==> src/rtl/mem_dut_driver_pkg.sv <==
// Shared types and default widths for the accumulator-DUT host driver.
package mem_dut_pkg;

  localparam int CoeffAddrWidth = 4;
  localparam int CoeffDataWidth = 8;
  localparam int AccumWidth     = 16;

  typedef enum logic [1:0] {
    StLoad   = 2'd0,
    StStart  = 2'd1,
    StWait   = 2'd2,
    StReport = 2'd3
  } state_e;

  typedef struct packed {
    logic [AccumWidth-1:0] data;
    logic                  ok;
    logic                  timeout;
  } result_t;

endpackage

==> src/rtl/mem_dut_driver_if.sv <==
// Bundle of the coefficient stream, DUT control/memory-A port and result stream.
interface mem_dut_driver_if #(
  parameter int AddrWidth = 4,
  parameter int DataWidth = 8,
  parameter int AccWidth  = 16
) ();

  logic                 coeff_valid_i;
  logic                 coeff_ready_o;
  logic [DataWidth-1:0] coeff_data_i;
  logic                 start_o;
  logic                 busy_i;
  logic                 done_i;
  logic [AccWidth-1:0]  accumulator_i;
  logic [AddrWidth-1:0] iteration_i;
  logic                 mem_a_we_o;
  logic [AddrWidth-1:0] mem_a_addr_o;
  logic [DataWidth-1:0] mem_a_wdata_o;
  logic                 res_valid_o;
  logic                 res_ready_i;
  logic [AccWidth-1:0]  res_data_o;
  logic                 res_ok_o;
  logic                 res_timeout_o;

  // Driver side.
  modport master (
    input  coeff_valid_i, coeff_data_i, busy_i, done_i, accumulator_i,
           iteration_i, res_ready_i,
    output coeff_ready_o, start_o, mem_a_we_o, mem_a_addr_o, mem_a_wdata_o,
           res_valid_o, res_data_o, res_ok_o, res_timeout_o
  );

  // Host source / DUT / result sink side.
  modport slave (
    output coeff_valid_i, coeff_data_i, busy_i, done_i, accumulator_i,
           iteration_i, res_ready_i,
    input  coeff_ready_o, start_o, mem_a_we_o, mem_a_addr_o, mem_a_wdata_o,
           res_valid_o, res_data_o, res_ok_o, res_timeout_o
  );

endinterface

==> src/rtl/mem_dut_driver.sv <==
// Loads coefficients into DUT memory A, starts the DUT, waits for done and
// reports the accumulator checked against a locally computed sum.
module mem_dut_driver
  import mem_dut_pkg::*;
#(
  parameter int AddrWidth     = CoeffAddrWidth,
  parameter int DataWidth     = CoeffDataWidth,
  parameter int AccWidth      = AccumWidth,
  parameter int TimeoutCycles = 64
) (
  input logic             clk_i,
  input logic             rst_ni,
  mem_dut_driver_if.master bus
);

  localparam int NumCoeff = 2 ** AddrWidth;
  localparam int TmoWidth = $clog2(TimeoutCycles + 1);
  localparam logic [AddrWidth-1:0] LastAddr = AddrWidth'(NumCoeff - 1);
  localparam logic [TmoWidth-1:0]  TmoLimit = TmoWidth'(TimeoutCycles);

  typedef struct packed {
    logic [AccWidth-1:0] data;
    logic                ok;
    logic                timeout;
  } res_t;

  state_e               state_q, state_d;
  logic [AddrWidth-1:0] cnt_q, cnt_d;
  logic [AccWidth-1:0]  sum_q, sum_d;
  logic [TmoWidth-1:0]  tmo_q, tmo_d;
  logic                 we_q, we_d;
  logic [AddrWidth-1:0] addr_q, addr_d;
  logic [DataWidth-1:0] wdata_q, wdata_d;
  res_t                 res_q, res_d;
  logic                 en_q;
  logic                 coeff_ready;
  logic                 start;

  always_ff @(posedge clk_i or negedge rst_ni) begin
    if (!rst_ni) begin
      state_q <= StLoad;
      cnt_q   <= '0;
      sum_q   <= '0;
      tmo_q   <= '0;
      we_q    <= 1'b0;
      addr_q  <= '0;
      wdata_q <= '0;
      res_q   <= '0;
      en_q    <= 1'b0;
    end else begin
      state_q <= state_d;
      cnt_q   <= cnt_d;
      sum_q   <= sum_d;
      tmo_q   <= tmo_d;
      we_q    <= we_d;
      addr_q  <= addr_d;
      wdata_q <= wdata_d;
      res_q   <= res_d;
      en_q    <= 1'b1;
    end
  end

  always_comb begin
    state_d     = state_q;
    cnt_d       = cnt_q;
    sum_d       = sum_q;
    tmo_d       = tmo_q;
    we_d        = 1'b0;
    addr_d      = addr_q;
    wdata_d     = wdata_q;
    res_d       = res_q;
    coeff_ready = 1'b0;
    start       = 1'b0;

    unique case (state_q)
      StLoad: begin
        // en_q keeps ready low while reset is held, so every output reads 0.
        coeff_ready = en_q && !bus.busy_i;
        if (coeff_ready && bus.coeff_valid_i) begin
          we_d    = 1'b1;
          addr_d  = cnt_q;
          wdata_d = bus.coeff_data_i;
          sum_d   = sum_q + AccWidth'(bus.coeff_data_i);
          cnt_d   = cnt_q + 1'b1;
          if (cnt_q == LastAddr) state_d = StStart;
        end
      end
      StStart: begin
        if (!we_q && !bus.busy_i) begin
          start   = 1'b1;
          tmo_d   = '0;
          state_d = StWait;
        end
      end
      StWait: begin
        tmo_d = tmo_q + 1'b1;
        if (bus.done_i) begin
          res_d.data    = bus.accumulator_i;
          res_d.ok      = (bus.accumulator_i == sum_q) && (bus.iteration_i == LastAddr);
          res_d.timeout = 1'b0;
          state_d       = StReport;
        end else if (tmo_d == TmoLimit) begin
          res_d.data    = '0;
          res_d.ok      = 1'b0;
          res_d.timeout = 1'b1;
          state_d       = StReport;
        end
      end
      StReport: begin
        if (bus.res_ready_i) begin
          sum_d   = '0;
          state_d = StLoad;
        end
      end
      default: state_d = StLoad;
    endcase
  end

  assign bus.coeff_ready_o = coeff_ready;
  assign bus.start_o       = start;
  assign bus.mem_a_we_o    = we_q;
  assign bus.mem_a_addr_o  = addr_q;
  assign bus.mem_a_wdata_o = wdata_q;
  assign bus.res_valid_o   = (state_q == StReport);
  assign bus.res_data_o    = res_q.data;
  assign bus.res_ok_o      = res_q.ok;
  assign bus.res_timeout_o = res_q.timeout;

endmodule

==> src/flat_wrapper.sv <==
// flat-port wrapper written by rule: the top's interface ports become plain ports
module mem_dut_driver_flat import mem_dut_pkg::*;
#(
  parameter int AddrWidth     = CoeffAddrWidth,
  parameter int DataWidth     = CoeffDataWidth,
  parameter int AccWidth      = AccumWidth,
  parameter int TimeoutCycles = 64
)
  (clk_i, rst_ni, bus_coeff_valid_i, bus_coeff_data_i, bus_busy_i, bus_done_i, bus_accumulator_i, bus_iteration_i, bus_res_ready_i, bus_coeff_ready_o, bus_start_o, bus_mem_a_we_o, bus_mem_a_addr_o, bus_mem_a_wdata_o, bus_res_valid_o, bus_res_data_o, bus_res_ok_o, bus_res_timeout_o);
  mem_dut_driver_if #(.AddrWidth(AddrWidth), .DataWidth(DataWidth), .AccWidth(AccWidth)) bus_i ();
  input logic clk_i;
  input logic rst_ni;
  input wire logic [$bits(bus_i.coeff_valid_i)-1:0] bus_coeff_valid_i;
  input wire logic [$bits(bus_i.coeff_data_i)-1:0] bus_coeff_data_i;
  input wire logic [$bits(bus_i.busy_i)-1:0] bus_busy_i;
  input wire logic [$bits(bus_i.done_i)-1:0] bus_done_i;
  input wire logic [$bits(bus_i.accumulator_i)-1:0] bus_accumulator_i;
  input wire logic [$bits(bus_i.iteration_i)-1:0] bus_iteration_i;
  input wire logic [$bits(bus_i.res_ready_i)-1:0] bus_res_ready_i;
  output wire logic [$bits(bus_i.coeff_ready_o)-1:0] bus_coeff_ready_o;
  output wire logic [$bits(bus_i.start_o)-1:0] bus_start_o;
  output wire logic [$bits(bus_i.mem_a_we_o)-1:0] bus_mem_a_we_o;
  output wire logic [$bits(bus_i.mem_a_addr_o)-1:0] bus_mem_a_addr_o;
  output wire logic [$bits(bus_i.mem_a_wdata_o)-1:0] bus_mem_a_wdata_o;
  output wire logic [$bits(bus_i.res_valid_o)-1:0] bus_res_valid_o;
  output wire logic [$bits(bus_i.res_data_o)-1:0] bus_res_data_o;
  output wire logic [$bits(bus_i.res_ok_o)-1:0] bus_res_ok_o;
  output wire logic [$bits(bus_i.res_timeout_o)-1:0] bus_res_timeout_o;
  assign bus_i.coeff_valid_i = bus_coeff_valid_i;
  assign bus_i.coeff_data_i = bus_coeff_data_i;
  assign bus_i.busy_i = bus_busy_i;
  assign bus_i.done_i = bus_done_i;
  assign bus_i.accumulator_i = bus_accumulator_i;
  assign bus_i.iteration_i = bus_iteration_i;
  assign bus_i.res_ready_i = bus_res_ready_i;
  assign bus_coeff_ready_o = bus_i.coeff_ready_o;
  assign bus_start_o = bus_i.start_o;
  assign bus_mem_a_we_o = bus_i.mem_a_we_o;
  assign bus_mem_a_addr_o = bus_i.mem_a_addr_o;
  assign bus_mem_a_wdata_o = bus_i.mem_a_wdata_o;
  assign bus_res_valid_o = bus_i.res_valid_o;
  assign bus_res_data_o = bus_i.res_data_o;
  assign bus_res_ok_o = bus_i.res_ok_o;
  assign bus_res_timeout_o = bus_i.res_timeout_o;
  mem_dut_driver #(.AddrWidth(AddrWidth), .DataWidth(DataWidth), .AccWidth(AccWidth), .TimeoutCycles(TimeoutCycles)) u_core (.clk_i(clk_i), .rst_ni(rst_ni), .bus(bus_i));
endmodule
==> config.mk <==
export PLATFORM = sky130hd
export DESIGN_NAME = mem_dut_driver_flat
export DESIGN_NICKNAME = d
export VERILOG_FILES = /design/src/rtl/mem_dut_driver_pkg.sv /design/src/rtl/mem_dut_driver_if.sv /design/src/rtl/mem_dut_driver.sv /design/src/flat_wrapper.sv
export SDC_FILE = /design/constraint.sdc
export NUM_CORES = 1
export LEC_CHECK = 0
export CORE_ASPECT_RATIO = 0.6
export CORE_MARGIN = 2
export CORE_UTILIZATION = 30
export DETAILED_ROUTE_END_ITERATION = 8
export MAX_ROUTING_LAYER = met4
export PLACE_DENSITY = 0.53
export RECOVER_POWER = 100
export SLEW_MARGIN = 40
export SYNTH_ARGS = -nofsm -noshare
export SYNTH_HDL_FRONTEND = slang
export SYNTH_SLANG_ARGS = --single-unit
==> constraint.sdc <==
create_clock -name clk_i -period 3.97 [get_ports clk_i]
set_input_delay 0.397 -clock clk_i [delete_from_list [all_inputs] [get_ports clk_i]]
set_output_delay 0.397 -clock clk_i [all_outputs]
set_load 0.02 [all_outputs]
Yosys cells after proc, flatten, opt, wreduce, memory -nomap -nowiden
Cells that the tools add are included.

Eq/ne operators: 12. Multiply operators: 0. Div/mod/pow operators: 0. Bitwise gates (word level): 0. Reduce and logical (&&, ||, !) cells: 15. Muxes and demuxes: 19. Order comparisons: 0. Add/subtract/negate cells: 3. Shift-type cells: 0.

Operators with widths (number): two-way mux 18 bit (2); two-way mux 16 bit (2); case mux 16 bit (2 select lines) (1); adder 16 x 8 -> 16 bit (1); equality test 16 bit (1); case mux 7 bit (2 select lines) (1); two-way mux 2 bit (6); equality test 4 bit, second input constant (2); case mux 2 bit (4 select lines) (1); adder 7 x 1 -> 7 bit, second input constant (1); equality test 7 bit, second input constant (1); two-way mux 7 bit (1); != test 2 x 1 -> 1 bit, second input constant (3); AND reduction 2 bit (3); nonzero test 2 bit (3); two-way mux 1 bit (5); AND reduction 5 bit (1); adder 4 x 1 -> 4 bit, second input constant (1); equality test 2 bit, second input constant (2); logical AND 1 bit (4); != test 3 x 2 -> 1 bit, second input constant (1); AND reduction 3 bit (1); equality test 2 x 1 -> 1 bit, second input constant (1); logical NOT 1 bit (2); 2 further kinds (2).

Register bits after elaboration: 61. Memories kept: 0. Latch bits: 0. Bits in writable memories: 0. Input port bits: 34. Memory bits (read-only): 0.

Longest topological paths before layout
Gate-level depths: netlist (run 1).

Depth after elaboration: 5. Gate-level depth with buffers: 10.

Least setup slack after synthesis (run 1)
OpenSTA, ideal clock, no wires.

Path kind: input to register. From: in bus_coeff_data_i[0]. To: reg u_core.sum_q[12]. Setup slack: 1853 ps. Stages on the path: 9. Path buffers: 0. Arrival time: 2038 ps. Path through: ha_1 > inv_1 > fa_1 > nor2b_1 > o21ai_0 > a211oi_2 > o21ai_2 > or3_1 > a21oi_1.

Longest elaborated chain between the ends: 3.

Ends and longest elaborated chain: from (decl) (RTL line flat_wrapper.sv:14) `input wire logic [$bits(bus_i.coeff_data_i)-1:0] bus_coeff_data_i;`; adder 16 x 8 -> 16 bit (RTL line mem_dut_driver.sv:83) `sum_d = sum_q + AccWidth'(bus.coeff_data_i);`; two-way mux 16 bit (RTL line mem_dut_driver.sv:79) `if (coeff_ready && bus.coeff_valid_i) begin`; case mux 16 bit (2 select lines) (RTL line mem_dut_driver.sv:75) `unique case (state_q)`; to (signal assigned) (RTL line mem_dut_driver.sv:53) `sum_q <= sum_d;`; to (decl) (RTL line mem_dut_driver.sv:29) `logic [AccWidth-1:0] sum_q, sum_d;`.

Every way passes these cells. The select of a mux whose other input is x is not followed. A chain may end at the register's enable or synchronous reset.

Worst setup path in the final report (run 1)
From: reg u_core.tmo_q[5]. To: reg u_core.res_q, in the netlist u_core.bus.res_data_o[6].

Longest elaborated chain between the ends: 4.

Ends and longest elaborated chain: from (decl) (RTL line mem_dut_driver.sv:30) `logic [TmoWidth-1:0] tmo_q, tmo_d;`; from (signal assigned) (RTL line mem_dut_driver.sv:54) `tmo_q <= tmo_d;`; adder 7 x 1 -> 7 bit (RTL line mem_dut_driver.sv:96) `tmo_d = tmo_q + 1'b1;`; equality test 7 bit (RTL line mem_dut_driver.sv:102) `end else if (tmo_d == TmoLimit) begin`; nonzero test 2 bit (no source line); AND reduction 2 bit (no source line); to (signal assigned) (RTL line mem_dut_driver.sv:58) `res_q <= res_d;`; to (decl) (RTL line mem_dut_driver.sv:34) `res_t res_q, res_d;`.

Every way passes these cells.

==> impl_metrics.toml, run 1 <==
[status]
status = "finished, violations left"
failed_checks = "capacitance limit, slew limit"

[logic_synthesis]
synthDominantCellAreaShare_pct = 47.96
synth_cells = 306
synth_top_cell_by_area = "dfrtp_1"
ys_seq_area_share_pct = 47.96
synth_top_family_by_area = "compound AO/OA/AOI/OAI gates"
yosysMostFrequentCell = "dfrtp_1"
synth_nets = 356
synthFlopType = "dfrtp_1"
synth_seq_cells = 61
synth_xor_area_share_pct = 9.355
syn_avg_cell_area_um2 = 10.40
ys_warn_count = 0
synth-edff-count = 0
synth_cell_types = 53
synth-simple-area-share_pct = 14.07
synth-adder-area-share_pct = 6.525
synthTopCellsByCount = "dfrtp_1, nand2_1, a22o_1"
syn_area_mm2 = 0.003183
synth_mux_area_share_pct = 1.415
synth_area_leaders = "dfrtp_1, a22o_1, nand2_1"
synth_compound_area_share_pct = 17.69
synth_async_sr_flop_share_pct = 100.0

[critical_path]
start_kind = "register"
reg2reg_depth = 6
worstSetupPathType = "register to register"
cp.arrival_ps = 3250
reg2reg_from = "u_core.tmo_q[5]"
cp_slowest_cell = "o21ai_0"
path_max_fanout = 17
r2r_end = "u_core.bus.res_data_o[6]"
max_stage_delay_ps = 1480
path_cells = "xor2_1 -> a31o_1 -> a31oi_1 -> nor2_1 -> o21ai_0 -> a22o_1"
worstSetupEndpointType = "register"
r2r_setup_slack_ps = 970
critPathRequiredTime_ps = 4220

[timing]
min_period_ps = 2995
rsz0062_at_grt = "false"
min_period_over_period_pct = 75.44
setup_viol = 0
timing.fmax_mhz = 333.9
worst_slew_pin_slew_ps = 1967
hold_violations = 0
final.setup.tns_ps = 0
skew_ps = 4.619
slew_violations = 54
slew_headroom_pct = -32.52

[global_routing]
grt_pass1_wl_um = 13500
gr-usage-all-layers_pct = 15.85
antenna_found_initial = 0
grt_pass1_vias = 2515
grt_max_degree = 36
overflow = 0

[detailed_routing]
viasPerCell = 4.733
drcViolationCount = 0
antenna_left = 0
vias = 2466
finalWirelength_um = 8172
drt_iter0_markers = 110
drt-pass1-iter-count = 4
wl_per_cell_um = 15.69

[placement]
numPortBuffers = 67
place_congestion = 0.8240
place_area_mm2 = 0.003983
dp_hpwl_um = 6179

[hold_path]
hold_class = "register to register"
min_from = "u_core.bus.res_ok_o"
hold_path_end = "u_core.bus.res_ok_o"
holdPathStages = 1

[clocking]
clock_sinks = 61
cts_hold_buffers = 0
clk_pin_slew_ps = 50
ctsLongestPathBuffers = 2
cts_resized = 0
cts_buffers = 9
cts_tree = "built"
h-tree-depth = 3
cts-root-buf = "clkbuf_16"
cts_setup_buffers = 0
clk_latency_ps = 330

[floorplan]
die_area_mm2 = 0.01148
ios = 68
core_area_mm2 = 0.01045
die_h_um = 83.79
initial_utilization_pct = 30.46
die_w_um = 137.0
rows = 29

[pwr]
powerDensity_mw_per_mm2 = 699.0
leakagePower_nw = 1.963
max-vdd-ir-drop_mv = 0.3107

[finish]
fill_cells = 1016
syn_to_final_growth_pct = 33.22
layout-drive-gt1-share_pct = 5.759
seq_area_mm2 = 0.001526
multiInputGateArea_mm2 = 0.001530
diodes = 0
fin_area_mm2 = 0.004240
nets = 427

[run]
cap_viol_max_count = 2
[placed cells by master, fill, tap and decap left out, types with 2 or more instances in the layout]
| cell type | Yosys | final |
|---|---|---|
| a21o_1 | 3 | 3 |
| a21oi_1 | 9 | 9 |
| a22o_1 | 24 | 24 |
| a31oi_1 | 2 | 2 |
| and2_1 | 2 | 2 |
| and3_1 | 3 | 3 |
| buf_4 | 3 | 2 |
| clkbuf_1 | 3 | 3 |
| clkbuf_16 | 0 | 9 |
| clkdlybuf4s50_1 | 0 | 31 |
| clkinv_2 | 0 | 2 |
| dfrtp_1 | 61 | 61 |
| dlygate4sd3_1 | 0 | 35 |
| ha_1 | 15 | 15 |
| inv_1 | 8 | 8 |
| mux2i_1 | 3 | 3 |
| nand2_1 | 53 | 54 |
| nand3_1 | 3 | 3 |
| nand4_1 | 5 | 5 |
| nor2_1 | 16 | 17 |
| nor2b_1 | 2 | 2 |
| nor3_1 | 3 | 3 |
| nor3b_1 | 2 | 2 |
| nor4_1 | 2 | 2 |
| o211ai_1 | 3 | 4 |
| o21a_1 | 3 | 3 |
| o21ai_0 | 12 | 16 |
| o31ai_1 | 2 | 2 |
| xnor2_1 | 19 | 19 |
| xor2_1 | 15 | 15 |
[registers in the layout (all words and copies together), names as in the netlist]
signal / cells
u_core.bus.mem_a_addr_o: 4
u_core.bus.mem_a_wdata_o: 8
u_core.bus.mem_a_we_o: 1
u_core.bus.res_data_o: 16
u_core.bus.res_ok_o: 1
u_core.bus.res_timeout_o: 1
u_core.cnt_q: 4
u_core.en_q: 1
u_core.state_q: 2
u_core.sum_q: 16
u_core.tmo_q: 7
[logic make-up (layout without fill, tap and decap cells)]
| group | Yosys count | after routing |
|---|---|---|
| simple gates | 98 | 98 |
| flops | 61 | 61 |
| xor+xnor | 34 | 34 |
| mux | 4 | 4 |
| fa+ha+maj | 16 | 16 |
| buf+inv | 18 | 94 |
| other cells | 1 | 1 |
| compound gates | 74 | 74 |
[through the flow]
step | utilization (%) | instances | hold slack [ps] | power (mW) | setup WS (ps)
CTS | 40.92 | 521 | 178.5 | 3.092 | 1469
global route | 40.58 | 521 | 482.2 | 3.178 | 623.2
finish | 40.58 | 521 | 469.6 | 2.964 | 974.9
detailed placement | 38.11 | 505 | 462.3 | 2.292 | 1156
global placement | 38.11 | 505 | 460.9 | 2.269 | 1158
floorplan | - | 306 | 101.4 | 1.774 | 1853
[worst max-delay path by stage]
stage	startpoint	to	slack, ps	cells after the start
final	u_core.tmo_q[5]	u_core.bus.res_data_o[6]	970	6
after global routing	u_core.tmo_q[5]	u_core.bus.res_data_o[6]	620	6
after CTS	bus_coeff_data_i[0]	u_core.sum_q[12]	1470	10
after detailed placement	bus_coeff_data_i[0]	u_core.sum_q[12]	1160	10
after global placement	bus_coeff_data_i[0]	u_core.sum_q[12]	1160	10
after floorplan	bus_coeff_data_i[0]	u_core.sum_q[12]	1850	9
[final cells by class]
cell class | instances | share of cell area [%]
clock inverters | 4 | 1.121
clock buffers | 12 | 5.813
well taps | 139 | 4.102
repair buffers | 69 | 16.02
flip-flops and latches | 61 | 36.00
inverters | 9 | 0.8557
multi-input cells | 227 | 36.09
[routing by layer]
layer | track usage [%] | share of wire (%)
met4 | 3.655 | 0.98
met2 | 19.27 | 38
met3 | 4.979 | 5.5
met1 | 24.82 | 55
met5 | - | 0
[worst max-delay path, delay by kind of cell (launching register included)]
kind	cells	cell delay, ps
flip-flops	1	460
XOR/XNOR	1	190
AO/OA/AOI/OAI	4	2180
AND/OR/NAND/NOR	1	90
[power by group]
group	switching, mW	internal, mW	leakage, nW
Clock	0.273	0.501	0.143
Sequential	0.200	0.845	0.791
Combinational	0.619	0.527	1.03
Total	1.09	1.87	1.96
No activity file was read; power rests on OpenSTA's default activity.
==> run 2: changes to the inputs <==
--- a/config.mk
+++ b/config.mk
@@ -10,7 +10,7 @@
 export CORE_UTILIZATION = 30
 export DETAILED_ROUTE_END_ITERATION = 8
 export MAX_ROUTING_LAYER = met4
-export PLACE_DENSITY = 0.53
+export PLACE_DENSITY = 0.55
 export RECOVER_POWER = 100
 export SLEW_MARGIN = 40
 export SYNTH_ARGS = -nofsm -noshare
==> constraint.sdc (replaced) <==
create_clock -name clk_i -period 2.4 [get_ports clk_i]
set_input_delay 0.24 -clock clk_i [delete_from_list [all_inputs] [get_ports clk_i]]
set_output_delay 0.24 -clock clk_i [all_outputs]
set_load 0.02 [all_outputs]
==> run 2 against run 1 <==
Critical path type is now register to output port. Via count rose by 2.4%. Count of clock-buffer cells in the layout down 2. Critical endpoint is now bus_coeff_ready_o. Flip-flop and latch count did not move. Clock skew rose by 2.0 ps. Non-clock buffer count is 12 higher. First-iteration DRC count rose by 31%. The run now ends clean. Worst hold slack improved by 2.9 ps. Clock power increased by 54%. Core utilization grew 0.86 points.
==> impl_metrics.toml, run 2 (synthesis results as in run 1) <==
[status]
status = "finished clean"

[global_routing]
grt_pass1_wl_um = 13380
overflow = 0
antenna_found_initial = 0
grt_pass1_vias = 2474
grt_max_degree = 40
gr-usage-all-layers_pct = 15.89

[timing]
rsz0062_at_grt = "false"
setup_viol = 0
timing.hold.ws_ps = 472.5
final.setup.tns_ps = 0
worst_slew_pin_slew_ps = 1285
min_period_ps = 2271
slew_headroom_pct = 14.35
min_period_over_period_pct = 94.65
hold_violations = 0
layout_setup_ws_ps = 128.5
slew_violations = 0
skew_ps = 6.619
timing.fmax_mhz = 440.2

[finish]
diodes = 0
seq_area_mm2 = 0.001526
fin_area_mm2 = 0.004330
syn_to_final_growth_pct = 36.05
fill_cells = 1032
nets = 439
layout-drive-gt1-share_pct = 9.137
final_cell_mix = "dfrtp_1, nand2_1, dlygate4sd3_1"
utilization_pct = 41.44
multiInputGateArea_mm2 = 0.001551
final_common_cell = "dfrtp_1"

[pwr]
power_frac_clock_pct = 24.2
max-vdd-ir-drop_mv = 0.4351
p_sw_mw = 1.849
switching_share_pct = 37.76
p_int_mw = 3.048
pwr-share-seq_pct = 35.3
powerDensity_mw_per_mm2 = 1131
leakagePower_nw = 2.012
comb_power_share_pct = 40.5

[detailed_routing]
wl_per_cell_um = 15.45
drt_iter0_markers = 144
antenna_left = 0
finalWirelength_um = 8235
viasPerCell = 4.735
drt-pass1-iter-count = 4
drcViolationCount = 0
vias = 2524

[clocking]
cts_setup_buffers = 0
cts_buffers = 9
clock_sinks = 61
cts_tree = "built"
cts-root-buf = "clkbuf_16"
h-tree-depth = 3
ctsLongestPathBuffers = 2
clk_pin_slew_ps = 50
clk_latency_ps = 330
cts_resized = 0

[critical_path]
start_kind = "register"
worstSetupPathType = "register to output port"
path_max_fanout = 5
r2r_setup_slack_ps = 250
path_cells = "inv_1 -> ha_1 -> and3b_1 -> dlygate4sd3_1"
cp_slowest_cell = "dlygate4sd3_1"
max_stage_delay_ps = 690
worstSetupEndpointType = "output port"
critPathRequiredTime_ps = 2160
cp.arrival_ps = 2030

[floorplan]
initial_utilization_pct = 30.46
die_area_mm2 = 0.01148
rows = 29
core_area_mm2 = 0.01045
die_w_um = 137.0
ios = 68
die_h_um = 83.79

[placement]
place_ws_ps = -178.1
place_area_mm2 = 0.004078
numPortBuffers = 67
dp_hpwl_um = 6288
place_congestion = 0.7726

[run]
cap_viol_max_count = 0

[hold_path]
hold_class = "register to register"
==> run 2: metrics by stage <==
step | std cells | power [mW]
after floorplan | 306 | 2.934
after global placement | 516 | 3.817
after detailed placement | 516 | 3.847
after CTS | 533 | 5.062
after global routing | 533 | 5.245
final | 533 | 4.896
==> run 2: routing by layer <==
layer  part of all wire, %  track usage (%)  vias to the layer above  wire, µm
met5                     0                -                        -         0
met4                  0.86            4.499                        0        71
met3                   7.2            4.736                        7       589
met2                    37            19.27                       85      3050
met1                    55            24.71                     1180      4524
li1                      -                -                     1252         -
==> run 2: cell type report <==
cell class / count / share of cell area (%)
Multi-Input combinational cell: 227 / 35.83
Sequential cell: 61 / 35.25
Timing Repair Buffer: 81 / 17.68
Clock buffer: 10 / 5.519
Tap cell: 139 / 4.016
Clock inverter: 6 / 0.8957
Inverter: 9 / 0.8090
==> run 2: worst paths after layout <==
kind / startpoint / endpoint / cells after the start
worst max-delay path: u_core.state_q[1] / bus_coeff_ready_o / 4
worst min-delay path: u_core.bus.mem_a_addr_o[0] / u_core.bus.mem_a_addr_o[0] / 2
worst max register to register: u_core.sum_q[1] / u_core.sum_q[9] / 7
worst min register to register: u_core.bus.mem_a_addr_o[0] / u_core.bus.mem_a_addr_o[0] / 2
max in group asynchronous: rst_ni / u_core.bus.mem_a_wdata_o[5] / 3
min in group asynchronous: rst_ni / u_core.tmo_q[6] / 2
==> run 2: timing repair <==
| item | in CTS | in global routing |
|---|---|---|
| hold buffers | 1 | 0 |
| setup endpoints to repair | 0 | 1 |
| endpoints found under the hold margin | 22 | 0 |
==> run 2: critical path: cells and delay by family, from the launching register on <==
| family | cells | cell delay (ps) |
|---|---|---|
| buffers and inverters | 2 | 790 |
| flip-flops | 1 | 420 |
| AND/OR/NAND/NOR | 1 | 250 |
| adder cells (fa/ha/maj) | 1 | 240 |
==> run 2: power groups by stage <==
stage	combinational (mW)	clock [mW]	sequential, mW
global route	2.19	1.27	1.79
global placement	2.08	0	1.74
finish	1.98	1.19	1.73
floorplan	1.02	0	1.92
CTS	2.11	1.21	1.74
detailed placement	2.10	0	1.74
==> run 3: changes to the inputs <==
==> constraint.sdc (replaced) <==
create_clock -name clk_i -period 2.4 [get_ports clk_i]
set_input_delay 0.24 -clock clk_i [delete_from_list [all_inputs] [get_ports clk_i]]
set_output_delay 0.24 -clock clk_i [all_outputs]
set_load 0.05 [all_outputs]
==> run 3 against run 2 <==
First-iteration DRC count grew 4.9%. Largest cell class unchanged. Largest power group unchanged. Maximum frequency rose by 2.7%. Worst setup slack better by 59 ps. Power increased by 14%.
==> impl_metrics.toml, run 3 (synthesis results as in run 1) <==
[clocking]
cts-root-buf = "clkbuf_16"
cts_resized = 0
clk_pin_slew_ps = 50
ctsLongestPathBuffers = 2
h-tree-depth = 3
cts_tree = "built"
cts_buffers = 9
clock_sinks = 61
clk_latency_ps = 330

[critical_path]
reg2reg_from = "u_core.sum_q[1]"
crit_family = "compound AO/OA/AOI/OAI gates"
max_stage_delay_ps = 510
cp_num_buf_inv = 2
worstSetupEndpointType = "register"
path_cells = "clkdlybuf4s50_1 -> ha_1 -> inv_1 -> fa_1 -> nor2b_1 -> o21ai_0 -> a211oi_2 -> o21ai_2 -> or3_1 -> a21oi_1"
worstSetupPathType = "input port to register"
r2r_setup_slack_ps = 240
r2r_end = "u_core.sum_q[9]"
critPathRequiredTime_ps = 2660
start_kind = "input port"
cp.arrival_ps = 2470
cp_slowest_cell = "clkdlybuf4s50_1"
path_max_fanout = 2
reg2reg_depth = 7

[floorplan]
rows = 29
core_area_mm2 = 0.01045
die_h_um = 83.79
die_area_mm2 = 0.01148
die_w_um = 137.0
initial_utilization_pct = 30.46
ios = 68

[global_routing]
antenna_found_initial = 0
grt_pass1_wl_um = 13630
grt_max_degree = 40
overflow = 0
gr-usage-all-layers_pct = 16.12
grt_pass1_vias = 2507

[timing]
timing.fmax_mhz = 452.1
worst_slew_pin_slew_ps = 1300
slew_violations = 0
timing.hold.ws_ps = 472.1
hold_violations = 0
min_period_over_period_pct = 92.17
final.setup.tns_ps = 0
skew_ps = 7.417
setup_viol = 0
min_period_ps = 2212
slew_headroom_pct = 13.32
layout_setup_ws_ps = 187.9

[run]
cap_viol_max_count = 0

[detailed_routing]
drt_iter0_markers = 151
drt-pass1-iter-count = 4
finalWirelength_um = 8443
wl_per_cell_um = 15.81
drcViolationCount = 0
antenna_left = 0
top_layer_used = "met4"
wl_met1_um = 4663
vias = 2546
wl_met3_um = 540
dr_wl_met2_um = 3167
viasPerCell = 4.768

[pwr]
total_power_mw = 5.585
leakagePower_nw = 2.028
max-vdd-ir-drop_mv = 0.6718
powerDensity_mw_per_mm2 = 1280

[finish]
nets = 440
syn_to_final_growth_pct = 37.11
final_common_cell = "dfrtp_1"
final_cell_mix = "dfrtp_1, nand2_1, dlygate4sd3_1"
diodes = 0
layout-drive-gt1-share_pct = 9.367
utilization_pct = 41.76
fill_cells = 1019

[placement]
place_congestion = 0.8004
place_ws_ps = -184.0
dp_hpwl_um = 6348
numPortBuffers = 67

[status]
status = "finished clean"

[hold_path]
min_from = "u_core.bus.mem_a_addr_o[0]"
hold_class = "register to register"
hold_path_end = "u_core.bus.mem_a_addr_o[0]"
holdPathStages = 2
[run 3: cell count changes in the layout (fill, tap and decap cells not counted), sizes merged]
cell / delta
clkbuf: +3
clkinv: -2
dlygate4sd3: -2
buf: +1
bufinv: +1
[run 3: how the worst max path moves through the flow]
stage | startpoint | to | slack (ps) | cells past startpoint
2_1_floorplan | u_core.state_q[0] | u_core.sum_q[15] | 290 | 10
3_3_place_gp | bus_coeff_data_i[0] | u_core.sum_q[12] | -140 | 10
3_5_place_dp | bus_coeff_data_i[0] | u_core.sum_q[12] | -180 | 10
4_1_cts | bus_coeff_data_i[0] | u_core.sum_q[12] | 140 | 10
5_1_grt | bus_coeff_data_i[0] | u_core.sum_q[12] | -10 | 10
6_report | bus_coeff_data_i[0] | u_core.sum_q[12] | 190 | 10
[run 3: worst register-to-register path: stages (launching register included)]
cell and delay (ps):
dfrtp_1 450, ha_1 330, a211oi_1 300, o21ai_0 170
o221a_1 340, o21ai_0 250, xor2_1 170, nor2_1 50
[run 3: power breakdown]
group	leakage, nW	internal (mW)	switching, mW
Combinational	1.09	0.920	1.61
Clock	0.148	0.859	0.474
Sequential	0.791	1.40	0.327
Total	2.03	3.18	2.41
[run 3: layer usage]
| layer | vias to the layer above | track usage [%] |
|---|---|---|
| li1 | 1251 | - |
| met1 | 1216 | 25.34 |
| met2 | 70 | 19.13 |
| met3 | 9 | 5.161 |
| met4 | 0 | 4.217 |
| met5 | - | - |
[run 3: area by class of cell]
| cell class | count | area (µm²) | area share, % |
|---|---|---|---|
| Multi-Input combinational cell | 227 | 1556 | 35.67 |
| Sequential cell | 61 | 1526 | 34.98 |
| Timing Repair Buffer | 82 | 760.7 | 17.43 |
| Clock buffer | 11 | 252.7 | 5.791 |
| Tap cell | 139 | 173.9 | 3.985 |
| Clock inverter | 5 | 58.81 | 1.347 |
| Inverter | 9 | 35.03 | 0.8028 |
[run 3: stage by stage]
stage / cell area [µm²] / cells
after floorplan: 3183 / 306
after global placement: 4073 / 516
after detailed placement: 4073 / 516
after CTS: 4394 / 533
after global routing: 4364 / 534
final: 4364 / 534
[run 3: what timing repair did]
| action | CTS | global route |
|---|---|---|
| hold endpoints to repair | 22 | 0 |
| hold buffers | 1 | 0 |
| endpoints found under the setup margin | 0 | 1 |
| buffers inserted | 0 | 1 |
